## src/rtl/led_serial_rx_axis.sv

```systemverilog
// Two-wire LED serial receiver: reassembles MSB-first 32-bit words onto an AXI-Stream master.
// Optional LED_RX_START_FRAME_FILTER_EN drops all-zero (APA102 start frame) words.
module led_serial_rx_axis #(
  parameter int TIMEOUT_CYCLES = 1024
) (
  input  logic        i_clk,
  input  logic        i_reset_n,
  input  logic        i_led_clk,
  input  logic        i_led_data,
  output logic [31:0] m_axis_data,
  output logic        m_axis_tvalid,
  input  logic        m_axis_tready,
  output logic        o_busy,
  output logic        o_overflow,
  output logic        o_timeout
);

  localparam logic [15:0] IDLE_LAST = 16'(TIMEOUT_CYCLES - 1);

  logic        clk_s1, clk_s2, clk_prev;
  logic        data_s1, data_s2;
  logic [31:0] shift_reg, hold_reg;
  logic [5:0]  bit_cnt;
  logic [15:0] idle_cnt;
  logic        tvalid, overflow, timeout;

  logic        ser_edge, word_done, keep;
  logic [31:0] next_word;

  always_comb begin
    ser_edge  = clk_s2 & ~clk_prev;
    next_word = {shift_reg[30:0], data_s2};
    word_done = ser_edge && (bit_cnt == 6'd31);
`ifdef LED_RX_START_FRAME_FILTER_EN
    keep      = (next_word != 32'h0);
`else
    keep      = 1'b1;
`endif
  end

  always_ff @(posedge i_clk) begin
    if (!i_reset_n) begin
      clk_s1    <= 1'b0;
      clk_s2    <= 1'b0;
      clk_prev  <= 1'b0;
      data_s1   <= 1'b0;
      data_s2   <= 1'b0;
      shift_reg <= '0;
      hold_reg  <= '0;
      bit_cnt   <= '0;
      idle_cnt  <= '0;
      tvalid    <= 1'b0;
      overflow  <= 1'b0;
      timeout   <= 1'b0;
    end else begin
      clk_s1   <= i_led_clk;
      clk_s2   <= clk_s1;
      clk_prev <= clk_s2;
      data_s1  <= i_led_data;
      data_s2  <= data_s1;
      timeout  <= 1'b0;

      // A serial edge in the timeout cycle takes priority over the discard.
      if (ser_edge) begin
        shift_reg <= next_word;
        bit_cnt   <= word_done ? 6'd0 : bit_cnt + 6'd1;
        idle_cnt  <= '0;
      end else if (bit_cnt == 6'd0) begin
        idle_cnt  <= '0;
      end else if (idle_cnt == IDLE_LAST) begin
        bit_cnt   <= '0;
        shift_reg <= '0;
        idle_cnt  <= '0;
        timeout   <= 1'b1;
      end else begin
        idle_cnt  <= idle_cnt + 16'd1;
      end

      if (word_done && keep) begin
        if (!tvalid || m_axis_tready) begin
          hold_reg <= next_word;
          tvalid   <= 1'b1;
        end else begin
          overflow <= 1'b1;
        end
      end else if (tvalid && m_axis_tready) begin
        tvalid <= 1'b0;
      end
    end
  end

  assign m_axis_data   = hold_reg;
  assign m_axis_tvalid = tvalid;
  assign o_busy        = (bit_cnt != 6'd0);
  assign o_overflow    = overflow;
  assign o_timeout     = timeout;

endmodule

```

## config.mk

```make
export PLATFORM = sky130hd
export DESIGN_NAME = led_serial_rx_axis
export DESIGN_NICKNAME = d
export VERILOG_FILES = /design/src/rtl/led_serial_rx_axis.sv
export SDC_FILE = /design/constraint.sdc
export NUM_CORES = 1
export LEC_CHECK = 0
export BUFFER_PORTS_ARGS = -buffer_cell sky130_fd_sc_hd__buf_2
export CAP_MARGIN = 20
export CORE_MARGIN = 2
export CORE_UTILIZATION = 61
export DETAILED_ROUTE_END_ITERATION = 6
export GPL_ROUTABILITY_DRIVEN = 0
export GPL_TIMING_DRIVEN = 0
export PLACE_DENSITY = 0.93
export SYNTH_ARGS = -nofsm -noshare
export SYNTH_HDL_FRONTEND = slang
export SYNTH_SLANG_ARGS = --single-unit
export TNS_END_PERCENT = 10
```

## constraint.sdc

```tcl
create_clock -name i_clk -period 3.7 [get_ports i_clk]
set_input_delay 0.37 -clock i_clk [delete_from_list [all_inputs] [get_ports i_clk]]
set_output_delay 0.37 -clock i_clk [all_outputs]
set_load 0.005 [all_outputs]
```

**Word-level counts from Yosys, hierarchy flattened**

Index checks and enable logic that the tools add are counted.

- Order comparisons: 0
- Equal/unequal tests: 4
- Multipliers: 0
- Reductions and logical operators: 14
- Shifts and indexed selects: 0
- Bitwise logic cells: 4
- Div/mod/pow operators: 0
- Muxes and demuxes: 11
- $add $sub $neg: 2

Operators by type and width:

| kind | number |
|---|---|
| 31-bit two-way mux | 3 |
| 6-bit two-way mux | 4 |
| 16-bit by 1-bit adder with 16-bit output, second input constant | 1 |
| 16-bit by 10-bit == test with 1-bit output, second input constant | 1 |
| 2-bit AND reduction | 4 |
| 6-bit by 1-bit adder with 6-bit output, second input constant | 1 |
| 6-bit by 5-bit == test with 1-bit output, second input constant | 1 |
| 6-bit logical NOT | 1 |
| 6-bit nonzero test | 1 |
| 1-bit two-way mux | 4 |
| 2-bit nonzero test | 2 |
| 4-bit OR reduction | 1 |
| 1-bit NOT | 3 |
| 3-bit OR reduction | 1 |
| 1-bit logical AND | 2 |
| 2-bit by 1-bit inequality test with 1-bit output, second input constant | 1 |
| 2-bit inequality test, second input constant | 1 |
| 1-bit bitwise AND | 1 |
| 1-bit logical NOT | 1 |
| 1-bit logical OR | 1 |

- Bits in read-only memories: 0
- Register bits after elaboration: 93
- Memories: 0
- Bits in latches: 0
- Word-level logic and storage cells: 47
- RAM bits: 0
- Bits of input ports: 5

**Longest topological paths before layout**

Gate-level depths: netlist (run 1).

- Depth in word-level cells: 5
- Gate-level depth with buffers: 7
- Gate-level depth less buffers: 6

**Worst setup path before layout (run 1)**

OpenSTA, ideal clock, no wires.

- Path kind: register to register
- Start: reg idle_cnt[0]
- End: reg bit_cnt[2]
- Buffers on the path: 0
- Arrival: 1594 ps
- Data required time: 3578 ps
- Slack: 1984 ps
- Cell stages (with the launch flop): 6
- Setup time: 122 ps
- Path through: dfxtp_1 > ha_1 > nand3_1 > nor3_4 > a31oi_4 > a221o_1

- Longest elaborated chain between the ends: 3

Ends and longest elaborated chain:

| item | line | source |
|---|---|---|
| from (decl) | 24 | `logic [15:0] idle_cnt;` |
| from (signal assigned) | 76 | `idle_cnt <= idle_cnt + 16'd1;` |
| 16-bit by 10-bit == test with 1-bit output | 70 | `end else if (idle_cnt == IDLE_LAST) begin` |
| 2-bit nonzero test (no line) | -- |  |
| 2-bit AND reduction (no line) | -- |  |
| to (signal assigned) | 66 | `bit_cnt <= word_done ? 6'd0 : bit_cnt + 6'd1;` |
| to (decl) | 23 | `logic [5:0] bit_cnt;` |

No other way between the ends.
A chain may end at the register's enable or synchronous reset.

**Worst setup path in the final report (run 1)**

- Start: reg bit_cnt[1]
- End: reg hold_reg[0], in the netlist m_axis_data[0]

- Longest elaborated chain between the ends: 3

Ends and longest elaborated chain:

| item | line | source |
|---|---|---|
| 6-bit by 5-bit == test with 1-bit output | 33 | `word_done = ser_edge && (bit_cnt == 6'd31);` |
| 1-bit logical AND | 33 |  |
| 2-bit AND reduction (no line) | -- |  |
| to (signal assigned) | 81 | `hold_reg <= next_word;` |
| to (decl) | 22 | `logic [31:0] shift_reg, hold_reg;` |

No other way between the ends.

==> key figures, run 1 <==
Routing
  – Avg Vias per Cell: 5.64
  – Overall via count from detail_route: 2,666
  – DRC errors left: 0
  – DRT iter0 DRCs: 174
  – First-pass iteration count of the detailed router: 4
  – Antenna-violating nets left: 0
  – Average wire per standard cell: 14.6 microns
  – Final wirelength: 6930 microns

Timing
  – Final min period: 2.06 ns
  – Setup repair after global routing missed its margin: false
  – Setup TNS after final layout: 0 ns
  – Hold violation count in the final report: 0
  – Total setup violations reported at the end of the flow: 0
  – Transition time at the pin with the least slew margin: 0.741 ns
  – Maximum operating frequency: 0.485 GHz
  – Setup Skew: 0.0106 ns
  – Max-slew violation count: 0
  – Final critical-path share of the clock period: 55.8%
  – Slew Limit Headroom: 50.2%

Final layout
  – Flip-flop count of the largest register, all copies and words added: 32
  – Layout Area Growth over Synthesis: 14.2%
  – Layout filler cell count: 407
  – Layout Nets: 404
  – Share of layout cells above drive strength 1: 18.5%
  – Inserted Diodes: 0
  – Non-filler instance count after layout: 473

CTS
  – Clock Tree Buf Depth: 2
  – CTS sink cnt: 93
  – Library cell used as clock root buffer: clkbuf_8
  – Insertion delay of the later-clocked pin in the worst-skew pair: 0.36 ns
  – Clock buffer count from CTS: 9
  – Number of instances resized during post-cts repair: 0
  – H-tree depth: 3
  – Post-CTS clock slew at the launch and capture registers of the worst setup and hold paths: 0.09 ns
  – TritonCTS clock tree: done
  – Number of buffers added to fix hold violations after cts: 0
  – Post-CTS setup repair buffer count: 0

Synthesis
  – Cell variety after synth: 38
  – Synthesis-stage register bit count: 93
  – Mux contribution to synthesized area: 0.330%
  – Main combinational cell family by area after synthesis: simple AND/OR/NAND/NOR gates
  – Post-synthesis share of cell area spent on and, or, nand and nor gates: 19.2%
  – Post-Synth XOR/XNOR Area: 3.85%
  – EDFF count, synth: 0
  – Average instance area after synthesis: 9.85 sq um
  – Post-synthesis cell count: 346
  – Compound-gate portion of the synthesized area: 16.0%
  – Top FF cell, synth: dfxtp_1
  – Mapped Nets: 354
  – Adder-cell area share of the yosys netlist: 1.10%
  – Synth async-reset ratio: 0%
  – Combined area of all synthesized cells: 0.00341 sq mm
  – Count of yosys warnings during synthesis: 0
  – Sequential fraction of the synthesis area: 54.6%

Placement
  – Number of placed instances with taps included: 457
  – IO buf count: 39
  – Estimated wirelength of the detail-placed design: 4750 microns

Power and ir drop
  – Power density relative to cell area: 444 mW/mm^2
  – Power share of the sequential group: 58.2%
  – Clock power frac: 39.0%
  – Logic pwr share: 2.7%
  – Final Power: 1.73 mW
  – Psw: 0.392 mW
  – Static leakage: 1.52 nW
  – Maximum vdd ir drop: 0.253 mV
  – Int Pwr: 1.33 mW
  – Switching Share: 22.7%

Floorplan
  – Area enclosed by the die boundary: 0.00620 sq mm
  – Overall die height: 78.8 microns
  – I/O pin total: 41
  – Core Area: 0.00544 sq mm
  – Horizontal die dimension: 78.8 microns
  – Total number of placement rows: 27
  – Initial standard-cell utilization of the core: 62.7%

GRT
  – Total global routing track utilization: 24.3%
  – Global-route congestion overflow total: 0
  – Initial antenna violation count: 0
  – Number of global-route vias before repair: 2,616
  – Wire length of the first global-routing pass: 11,800 microns
  – Maximum number of pins on one net before global-route repair: 17

Critical path
  – Data required time of the critical path: 3.94 ns
  – Highest net fanout along the worst path: 10
  – Sort of element at the start of the critical path: flip-flop
  – Max incr delay on CP: 0.66 ns
  – Critical path data arrival time: 2.30 ns
  – CP Capture Type: flip-flop
  – Worst path cell trace: ha_1, nand4_4, nor4_4, clkbuf_2, o21ai_0
  – CP max stage cell: nor4_4
  – Worst Setup Path Type: reg -> reg

Job
  – Max-cap violation count: 0

Outcome
  – Run status: complete, no violations

Min path
  – Worst min-delay path category: in -> reg
## metal layers
metal  up-vias  GRT usage (%)  routed length, microns
li1       1316              -                       -
met1      1271           29.6                    3090
met2        61           40.9                    3410
met3        18           5.34                     281
met4         0           12.1                     151
met5         -              0                       0
## synthesized netlist by cell type, types with 2 or more instances
| cell | count | share of area (%) |
|---|---|---|
| ha_1 | 3 | 1.1 |
| a21o_1 | 2 | 0.44 |
| nand4_1 | 3 | 0.55 |
| nor4_1 | 7 | 1.3 |
| and2_1 | 6 | 1.1 |
| o21ai_1 | 7 | 1.0 |
| inv_1 | 7 | 0.77 |
| nor3_1 | 3 | 0.44 |
| o21ai_0 | 26 | 3.8 |
| nor2b_1 | 3 | 0.55 |
| xnor2_1 | 14 | 3.6 |
| nor2_1 | 21 | 2.3 |
| buf_2 | 3 | 0.44 |
| clkbuf_1 | 9 | 0.99 |
| a22o_1 | 33 | 8.5 |
| nand3_1 | 40 | 5.9 |
| o21a_1 | 2 | 0.44 |
| dfxtp_1 | 93 | 55 |
| clkbuf_2 | 3 | 0.44 |
| buf_6 | 6 | 2.0 |
| nand2_1 | 38 | 4.2 |
## worst max-delay path, delay by kind of cell, from the launching register on
| family | cells | cell delay, ns |
|---|---|---|
| and+or+nand+nor | 2 | 0.81 |
| AOI/OAI and AO/OA | 1 | 0.13 |
| adders and majority gates | 1 | 0.27 |
| DFF | 1 | 0.39 |
| buffers and inverters | 1 | 0.35 |
## logic make-up (layout without fill, tap and decap cells)
kind of cell,Yosys count,count (layout)
AO/OA/AOI/OAI,76,76
XOR/XNOR,15,15
adder cells (fa/ha/maj),3,3
buffers and inverters,29,84
flip-flops,93,93
multiplexers,1,1
AND/OR/NAND/NOR,129,129
## final cells by class
cell class	instances	area, sq um	share of cell area [%]
clock buffers	10	128	3.28
plain buffers	22	139	3.57
repair buffers	39	195	5.01
inverters	7	26.3	0.675
clock inverters	6	71.3	1.83
flip-flops and latches	93	1860	47.8
multi-input cells	224	1380	35.5
well taps	72	90.1	2.31
## path summary, 6_finish.rpt
| path | startpoint | endpoint | slack (ns) | cells past startpoint |
|---|---|---|---|---|
| setup reg to reg | bit_cnt[1] | m_axis_data[0] | 1.64 | 5 |
| hold / removal | i_led_data | data_s1 | 0.20 | 2 |
| hold reg to reg | m_axis_data[7] | m_axis_data[7] | 0.45 | 2 |
| setup / recovery | bit_cnt[1] | m_axis_data[0] | 1.64 | 5 |
## stage by stage
stage          setup slack [ns]  cell area [sq um]  util, %  hold slack, ns
6_report                   1.64               3890     71.6           0.204
5_1_grt                    1.49               3890     71.6           0.204
4_1_cts                    1.62               3890     71.6           0.201
3_5_place_dp               1.68               3690     67.9           0.428
3_3_place_gp               1.74               3690     67.9           0.415
2_1_floorplan              1.98               3410        -           0.412
## cell usage in the layout (no fill, tap or decap), types with 2 or more instances in the layout
| master | netlist | routed |
|---|---|---|
| a21o_1 | 2 | 2 |
| a22o_1 | 33 | 33 |
| and2_1 | 6 | 6 |
| buf_2 | 3 | 42 |
| buf_6 | 6 | 6 |
| clkbuf_1 | 9 | 10 |
| clkbuf_2 | 3 | 3 |
| clkbuf_8 | 0 | 9 |
| clkinv_4 | 0 | 2 |
| clkinvlp_4 | 0 | 2 |
| dfxtp_1 | 93 | 93 |
| ha_1 | 3 | 3 |
| inv_1 | 7 | 7 |
| nand2_1 | 38 | 38 |
| nand3_1 | 40 | 40 |
| nand4_1 | 3 | 3 |
| nor2_1 | 21 | 21 |
| nor2b_1 | 3 | 3 |
| nor3_1 | 3 | 3 |
| nor4_1 | 7 | 7 |
| o21a_1 | 2 | 2 |
| o21ai_0 | 26 | 26 |
| o21ai_1 | 7 | 7 |
| xnor2_1 | 14 | 14 |
## power groups by stage
stage / sequential, mW / clock (mW) / combinational, mW
4_1_cts: 1.01 / 0.679 / 0.0472
3_3_place_gp: 1.03 / 0 / 0.0456
3_5_place_dp: 1.03 / 0 / 0.0467
6_report: 1.01 / 0.674 / 0.0472
5_1_grt: 1.01 / 0.719 / 0.0528
2_1_floorplan: 1.03 / 0 / 0.0339
Power figures use the tool's default switching activity.
==> inputs of run 2 (changes only) <==
- CORE_UTILIZATION: 61 -> 51
- PLACE_DENSITY: 0.93 -> 0.84
- clock period: 3.7 -> 1.8 ns (I/O delays scaled with it)
==> run 2 against run 1 <==
Effect of this change:
- the run now ends with DRC left
- clock skew rose by 0.0020 ns
- worst hold slack got worse by 0.18 ns
- global-route usage fell by 4.8 points
- non-clock buffer count rose by 4
- die area rose by 19%
- fmax rose by 18%
- register-to-register slack got worse by 1.6 ns
- combinational power rose by 110%
- critical path type unchanged
==> key figures, run 2 (synthesized netlist as in run 1, its figures left out) <==
Floorplan
  – Area enclosed by the die boundary: 0.00735 sq mm (+19%)
  – Initial standard-cell utilization of the core: 53.1% (-9.6 points)
  – Total number of placement rows: 29 (+7.4%)
  – Overall die height: 85.8 microns (+8.9%)
  – Core Area: 0.00642 sq mm (+18%)
  – I/O pin total: 41 (unchanged)
  – Horizontal die dimension: 85.8 microns (+8.9%)

Timing
  – Final min period: 1.75 ns (-0.316 ns)
  – Setup slack of the critical path after layout: 0.0535 ns (-1.58 ns)
  – Setup Skew: 0.0126 ns (+0.00202 ns)
  – Transition time at the pin with the least slew margin: 0.516 ns (-0.226 ns)
  – Total setup violations reported at the end of the flow: 0 (unchanged)
  – Maximum operating frequency: 0.573 GHz (+18%)
  – Final critical-path share of the clock period: 97.0% (+41 points)
  – Slew Limit Headroom: 65.6% (+15 points)
  – Max-slew violation count: 0 (unchanged)
  – Hold violation count in the final report: 0 (unchanged)

Power and ir drop
  – Static leakage: 1.56 nW (+2.8%)
  – Power density relative to cell area: 914 mW/mm^2 (+110%)
  – Maximum vdd ir drop: 0.498 mV (+97%)
  – Final Power: 3.65 mW (+110%)

Min path
  – Worst min-delay path category: in -> reg

Critical path
  – Flop2flop setup slack: 0.05 ns (-1.58 ns)
  – Sort of element at the start of the critical path: flip-flop
  – CP Capture Type: flip-flop
  – CP max stage cell: dfxtp_1
  – Highest net fanout along the worst path: 6 (-4)
  – Max incr delay on CP: 0.36 ns (-0.30 ns)
  – Worst Setup Path Type: reg -> reg
  – Worst path cell trace: ha_2, nand3_4, nor3_4, a31oi_4, buf_4, a22o_1
  – Data required time of the critical path: 2.05 ns (-1.89 ns)
  – Critical path data arrival time: 2.00 ns (-0.30 ns)

GRT
  – Global-route congestion overflow total: 0 (unchanged)
  – Number of global-route vias before repair: 2,545 (-2.7%)
  – Initial antenna violation count: 0 (unchanged)
  – Total global routing track utilization: 19.5% (-4.8 points)
  – Maximum number of pins on one net before global-route repair: 17 (unchanged)
  – Wire length of the first global-routing pass: 11,600 microns (-2.1%)

Outcome
  – Failing checks: DRC
  – Run status: finished with violations

Routing
  – Avg Vias per Cell: 5.52 (-2.0%)
  – Antenna-violating nets left: 0 (unchanged)
  – Average wire per standard cell: 14.4 microns (-1.7%)
  – DRT iter0 DRCs: 133 (-24%)
  – Final wirelength: 6940 microns (+0.16%)
  – DRC errors left: 5 (+5)
  – First-pass iteration count of the detailed router: 7 (+3)
  – Overall via count from detail_route: 2,663 (-0.11%)

Job
  – Max-cap violation count: 0 (unchanged)

CTS
  – TritonCTS clock tree: done
  – Clock buffer count from CTS: 9 (unchanged)
  – Library cell used as clock root buffer: clkbuf_8
  – Clock Tree Buf Depth: 2 (unchanged)
  – Insertion delay of the later-clocked pin in the worst-skew pair: 0.36 ns (about the same)
  – H-tree depth: 3 (unchanged)
  – Post-CTS clock slew at the launch and capture registers of the worst setup and hold paths: 0.09 ns (about the same)
  – CTS sink cnt: 93 (unchanged)
  – Number of buffers added to fix hold violations after cts: 0 (unchanged)

Final layout
  – Flip-flop count of the largest register, all copies and words added: 32 (unchanged)
  – Layout Area Growth over Synthesis: 17.3%
  – Inserted Diodes: 0 (unchanged)
  – Non-filler instance count after layout: 482 (+1.9%)
  – Leading cell type in the layout, fill and taps excluded: dfxtp_1
  – Share of layout cells above drive strength 1: 20.7% (+2.3 points)
  – Most used cells in the layout excluding fill and tap cells: dfxtp_1, buf_2, nand2_1, nand3_1, a22o_1
  – Layout Nets: 408 (+0.99%)

Placement
  – Number of placed instances with taps included: 462 (+1.1%)
  – Worst slack after detailed placement: -0.218 ns (-1.89 ns)
  – IO buf count: 39 (unchanged)
  – Estimated wirelength of the detail-placed design: 4630 microns (-2.5%)
[run 2: power by group]
part           total, mW  switching, mW  internal, mW
clock network       1.49          0.751         0.735
logic              0.101         0.0692        0.0321
registers           2.07        0.00408          2.06
total               3.65          0.824          2.83
[run 2: timing repair]
item / in CTS / in global routing
pin swaps: 2 / 2
setup buffers: 2 / 2
gates resized for setup: 1 / 6
endpoints found under the setup margin: 75 / 42
[run 2: area by class of cell]
class / instances / area, sq um
sequential: 93 / 1860
multi-input combinational: 224 / 1420
clock inverter: 5 / 66.3
fill: 519 / 2430
clock buffer: 11 / 151
tap: 77 / 96.3
buffer: 22 / 139
timing repair buffer: 43 / 238
inverter: 7 / 26.3
[run 2: critical path, delay by kind of cell (launching register included)]
family	cells	cell delay (ns)
buf+inv	1	0.20
flops	1	0.36
simple gates	2	0.47
compound gates	2	0.38
fa+ha+maj	1	0.23
[run 2: worst paths after layout]
check	to	startpoint	cells past startpoint
max	shift_reg[2]	idle_cnt[1]	6
min	data_s1	i_led_data	2
max reg2reg	shift_reg[2]	idle_cnt[1]	6
min reg2reg	idle_cnt[0]	idle_cnt[0]	1
[run 2: metrics by stage]
stage | hold slack (ns) | instance area [sq um] | TNS [ns] | util (%)
2_1_floorplan | 0.307 | 3410 | 0 | -
3_3_place_gp | 0.390 | 3700 | -6.45 | 57.6
3_5_place_dp | 0.391 | 3700 | -9.74 | 57.6
4_1_cts | 0.0185 | 3950 | 0 | 61.5
5_1_grt | 0.0349 | 4000 | -0.0549 | 62.2
6_report | 0.0259 | 4000 | 0 | 62.2
[run 2: layer usage]
metal  vias to the layer above  wire length [microns]  share of wire [%]  track usage [%]
met4                         0                     59               0.85             3.90
met2                        58                   3360                 48             32.6
li1                       1325                      -                  -                -
met5                         -                      0                  0                0
met3                         7                    363                5.2             5.87
met1                      1273                   3150                 45             25.2
